$ cat config.mk
export PLATFORM = sky130hd
export DESIGN_NAME = mux_arb_2x4
export DESIGN_NICKNAME = d
export VERILOG_FILES = /design/src/rtl/mux_arb_2x4_pkg.sv /design/src/rtl/mux_2x1_4.sv /design/src/rtl/mux_arb_2x4.sv
export SDC_FILE = /design/constraint.sdc
export NUM_CORES = 1
export LEC_CHECK = 0
export BUFFER_PORTS_ARGS = -buffer_cell sky130_fd_sc_hd__clkbuf_2
export CAP_MARGIN = 10
export CORE_UTILIZATION = 42
export CTS_CLUSTER_SIZE = 14
export DETAILED_ROUTE_END_ITERATION = 8
export PLACE_DENSITY = 0.74
export SKIP_LAST_GASP = 1
export SYNTH_ARGS = -nofsm -noshare
export SYNTH_HDL_FRONTEND = slang
export SYNTH_HIERARCHICAL = 1
export SYNTH_SLANG_ARGS = --single-unit
$ cat constraint.sdc
create_clock -name clk -period 2.05 [get_ports clk]
set_input_delay 0.3075 -clock clk [delete_from_list [all_inputs] [get_ports clk]]
set_output_delay 0.3075 -clock clk [all_outputs]
set_load 0.005 [all_outputs]
$ cat src/rtl/mux_arb_2x4_pkg.sv
// rtl/mux_arb_2x4_pkg.sv - shared state encodings, defaults and arbitration helpers
package mux_arb_2x4_pkg;

    typedef enum logic [1:0] {
        ST_IDLE = 2'd0,
        ST_GNT0 = 2'd1,
        ST_GNT1 = 2'd2
    } arb_state_e;

    localparam int DEFAULT_WIDTH     = 4;
    localparam int DEFAULT_BURST_LEN = 4;
    localparam int BURST_CNT_W       = 4;

    // On a tie the requester that did not transfer last wins.
    function automatic logic pick_winner(input logic req0, input logic req1, input logic last);
        return req1 && (!req0 || !last);
    endfunction

    function automatic arb_state_e grant_state(input logic who);
        return who ? ST_GNT1 : ST_GNT0;
    endfunction

endpackage

$ cat src/rtl/mux_2x1_4.sv
// rtl/mux_2x1_4.sv - 2:1 data mux, 4 bits wide by default
module mux_2x1_4 #(
    parameter int WIDTH = 4
) (
    input  logic [WIDTH-1:0] a0,
    input  logic [WIDTH-1:0] a1,
    input  logic             sel,
    output logic [WIDTH-1:0] y
);

    assign y = sel ? a1 : a0;

endmodule

$ cat src/rtl/mux_arb_2x4.sv
// rtl/mux_arb_2x4.sv - two-requester round-robin arbiter over a shared mux (burst grants with MUX_ARB_BURST_EN)
module mux_arb_2x4
    import mux_arb_2x4_pkg::*;
#(
    parameter int WIDTH     = DEFAULT_WIDTH,
    parameter int BURST_LEN = DEFAULT_BURST_LEN
) (
    input  logic             clk,
    input  logic             rst,
    input  logic             req0,
    input  logic [WIDTH-1:0] data0,
    output logic             gnt0,
    input  logic             req1,
    input  logic [WIDTH-1:0] data1,
    output logic             gnt1,
    output logic             sel,
    output logic [WIDTH-1:0] out_data,
    output logic             out_valid,
    input  logic             out_ready
);

    arb_state_e state_q, state_d;
    logic       last_q, last_d;
    logic       gnt0_q, gnt1_q, sel_q;
    logic       owner, own_req, oth_req, xfer;
    arb_state_e after_xfer;

`ifdef MUX_ARB_BURST_EN
    localparam logic [BURST_CNT_W-1:0] BURST_LEN_C = BURST_CNT_W'(BURST_LEN);
    logic [BURST_CNT_W-1:0] cnt_q, cnt_d, cnt_inc;
    assign cnt_inc = cnt_q + 1'b1;
`else
    wire unused_burst_len = ^BURST_CNT_W'(BURST_LEN);
`endif

    assign gnt0      = gnt0_q;
    assign gnt1      = gnt1_q;
    assign sel       = sel_q;
    assign out_valid = gnt0_q ? req0 : (gnt1_q ? req1 : 1'b0);
    assign xfer      = out_valid && out_ready;

    assign owner   = (state_q == ST_GNT1);
    assign own_req = owner ? req1 : req0;
    assign oth_req = owner ? req0 : req1;

    // Post-transfer hand-off: other side first, then own continuation, else idle.
    always_comb begin
        after_xfer = ST_IDLE;
        if (oth_req) begin
            after_xfer = grant_state(!owner);
        end else if (own_req) begin
            after_xfer = grant_state(owner);
        end
    end

    always_comb begin
        state_d = state_q;
        last_d  = last_q;
`ifdef MUX_ARB_BURST_EN
        cnt_d   = '0;
`endif
        case (state_q)
            ST_IDLE: begin
                if (req0 || req1) begin
                    state_d = grant_state(pick_winner(req0, req1, last_q));
                end
            end
            ST_GNT0, ST_GNT1: begin
                if (xfer) begin
                    last_d = owner;
`ifdef MUX_ARB_BURST_EN
                    if (own_req && (cnt_inc < BURST_LEN_C)) begin
                        cnt_d = cnt_inc;
                    end else begin
                        state_d = after_xfer;
                    end
`else
                    state_d = after_xfer;
`endif
                end else if (!own_req) begin
                    state_d = oth_req ? grant_state(!owner) : ST_IDLE;
                end else begin
`ifdef MUX_ARB_BURST_EN
                    cnt_d = cnt_q;
`endif
                end
            end
            default: state_d = ST_IDLE;
        endcase
    end

    always_ff @(posedge clk) begin
        if (rst) begin
            state_q <= ST_IDLE;
            last_q  <= 1'b1;
            gnt0_q  <= 1'b0;
            gnt1_q  <= 1'b0;
            sel_q   <= 1'b0;
`ifdef MUX_ARB_BURST_EN
            cnt_q   <= '0;
`endif
        end else begin
            state_q <= state_d;
            last_q  <= last_d;
            gnt0_q  <= (state_d == ST_GNT0);
            gnt1_q  <= (state_d == ST_GNT1);
            if (state_d == ST_GNT1) begin
                sel_q <= 1'b1;
            end else if (state_d == ST_GNT0) begin
                sel_q <= 1'b0;
            end
`ifdef MUX_ARB_BURST_EN
            cnt_q   <= cnt_d;
`endif
        end
    end

    mux_2x1_4 #(
        .WIDTH(WIDTH)
    ) u_mux (
        .a0  (data0),
        .a1  (data1),
        .sel (sel_q),
        .y   (out_data)
    );

endmodule

==> metrics.txt <==
failing checks negative setup slack; worst-path cell chain inv_2 -> buf_4 -> ha_2 -> nand2b_1 -> and3_4 -> or3_1 -> ha_1 -> mux2i_1 -> nor2_1; Total Nets Final 120; startpoint types flop; Port Buffers 20; register area share after synthesis 21.1%; first-pass GRT wire length around 2100 um; largest net degree at the start of global routing 8; Warnings, synthesis 6; Max IR drop VDD 0.000383 V; Cells after Synth 65; Post-DRT Antenna Nets 0; Longest Clk Path Bufs 2; wire length per cell 12.0 um; Yosys reg bits 6; critical path type flop to flop; Fin. Hold Viols 0; share of layout cells above drive strength 1 53.5%; Lkg Pwr roughly 0.4 nW; CTS Root Cell clkbuf_4; DR iter-0 viols 10; Worst-Skew Late Latency 240 ps; Antenna diodes 0; final setup TNS -1.80 ps; Ports 21; Clock Skews 3.75 ps; total number of vias 585; fin crit share 100%; Post-Route WL 1360 um; status complete, but fails checks; worst slew pin tran 321 ps; post-synthesis cell type count 33; fill cell count 92; Worst-path clk slew around 40 ps; hold crit path type input pin to flop; H-tree depth 1; Slowest-stage cell, CP or3_1; Worst EP required 2190 ps; number of setup violations in the final report 1; die height slightly below 40 um; GP Congestion ~0.76; Slew HR 78.6%; commonest non-fill, non-tap cell in the layout clkbuf_2; CP max stage delay 370 ps; CTS tree yes; Die ar. 1510 um^2; initial antenna violation count 0; # rows 12; Starting Density between 40% and 50%; DR pass1 iterations 4; vias per cell 5.18; # clock sinks 6; Min Clock Period, post-route 2050 ps; Main synth FF type dfxtp_1; Horiz. Die Dim 38.8 um; fmax 487 MHz; Core Util, Final 70.9%; Post-Syn Area 569 um^2; All-Layer GR Usage 20.7%; DRC Markers 0; post-detail-place hpwl 1090 um; global route total overflow 0; Critical Path Sink Type flop; RSZ-0062 raised after global routing yes; Max Transition Viols Final 0; Post-synth EDFFs 0; Avg Cell Area, Syn slightly below 9 um^2; post-route worst setup slack -1.80 ps; # Max-Cap Violations 0; Area Growth Syn to Fin 47.7%; via count of the first global-routing pass 533; Synth Net Count 84; Crit Path Max Fanout 7; Num CTS Buffers 3; commonest cells after routing, fill and taps aside 20 x clkbuf_2, 12 x buf_4, 6 x nand2_1, 4 x dfxtp_1, 4 x mux2_2; FFs w/ async S/R, synth 0%; PwrDens 646 nW/um^2; WP data arrival 2190 ps; core area around 1200 um^2
[per-layer routing]
layer / part of all wire [%] / GRT usage (%)
met1: 43 / 22.6
met2: 51 / 38.8
met3: 4.8 / 5.20
met4: 0.51 / 5.17
met5: 0 / 0
[registers in the layout, indices dropped and copies added (netlist names)]
| register | count |
|---|---|
| state_q | 2 |
| gnt0 | 1 |
| gnt1 | 1 |
| last_q | 1 |
| sel | 1 |
[final timing paths]
| kind | from | to | slack [ps] | cells after the start |
|---|---|---|---|---|
| setup / recovery | state_q[0] | sel | -2 | 9 |
| hold / removal | rst | sel | 290 | 2 |
| setup reg to reg | state_q[0] | sel | -2 | 9 |
| hold reg to reg | last_q | last_q | 490 | 2 |
[power by group]
group          leakage [nW]  switching (mW)  internal (mW)
Sequential           0.0499          0.0160          0.135
Clock                0.0138          0.0394         0.0660
Combinational         0.348           0.127          0.159
[synth_stat cells, drive strengths merged, types with 2 or more instances]
library cell | n | share of area [%]
mux2i | 3 | 5.3
nor2b | 2 | 2.2
buf | 3 | 4.2
dfxtp | 6 | 21
inv | 4 | 2.6
a21oi | 2 | 1.8
nor3 | 2 | 1.8
nand2 | 6 | 4.0
nand2b | 4 | 4.4
ha | 6 | 13
nor2 | 3 | 2.0
and3 | 2 | 3.1
mux2 | 4 | 7.9
o211ai | 2 | 2.6
[layout make-up]
type                       count  area, um^2  share of cell area (%)
sequential                     6         123                    14.6
multi-input combinational     52         458                    54.5
inverter                       4        15.0                    1.79
timing repair buffer          34         205                    24.4
clock buffer                   3        22.5                    2.68
tap                           14        17.5                    2.08
[repair_timing]
action | 4_1_cts | 5_1_grt
hold buffers | 0 | 0
gates resized for setup | 4 | 4
setup buffers | 2 | 1
pin swaps | 1 | 3
endpoints found under the setup margin | 1 | 1
[kinds of logic (layout without fill, tap and decap cells)]
family	Yosys count	count (layout)	share of synthesized area [%]
and+or+nand+nor	26	26	27.3
AOI/OAI and AO/OA	13	13	18.5
muxes	7	7	13.2
buffers and inverters	7	41	6.81
adders and majority gates	6	6	13.2
DFF	6	6	21.1
[through the flow]
| step | instance area [um^2] | cells | setup WS (ps) | hold slack [ps] | power [mW] |
|---|---|---|---|---|---|
| after floorplan | 578 | 65 | 4.97 | 372 | 0.311 |
| after global placement | 748 | 107 | -50.9 | 483 | 0.389 |
| after detailed placement | 748 | 107 | -130 | 482 | 0.396 |
| after CTS | 810 | 112 | 3.38 | 285 | 0.525 |
| after global routing | 841 | 113 | -90.5 | 292 | 0.592 |
| final | 841 | 113 | -1.80 | 286 | 0.543 |
[worst max-delay path: cells and delay by family, from the launching register on]
family	cells	cell delay [ps]
and+or+nand+nor	4	740
muxes	1	180
buffers and inverters	2	200
adders and majority gates	2	510
DFF	1	320
No activity file was read; power rests on OpenSTA's default activity.
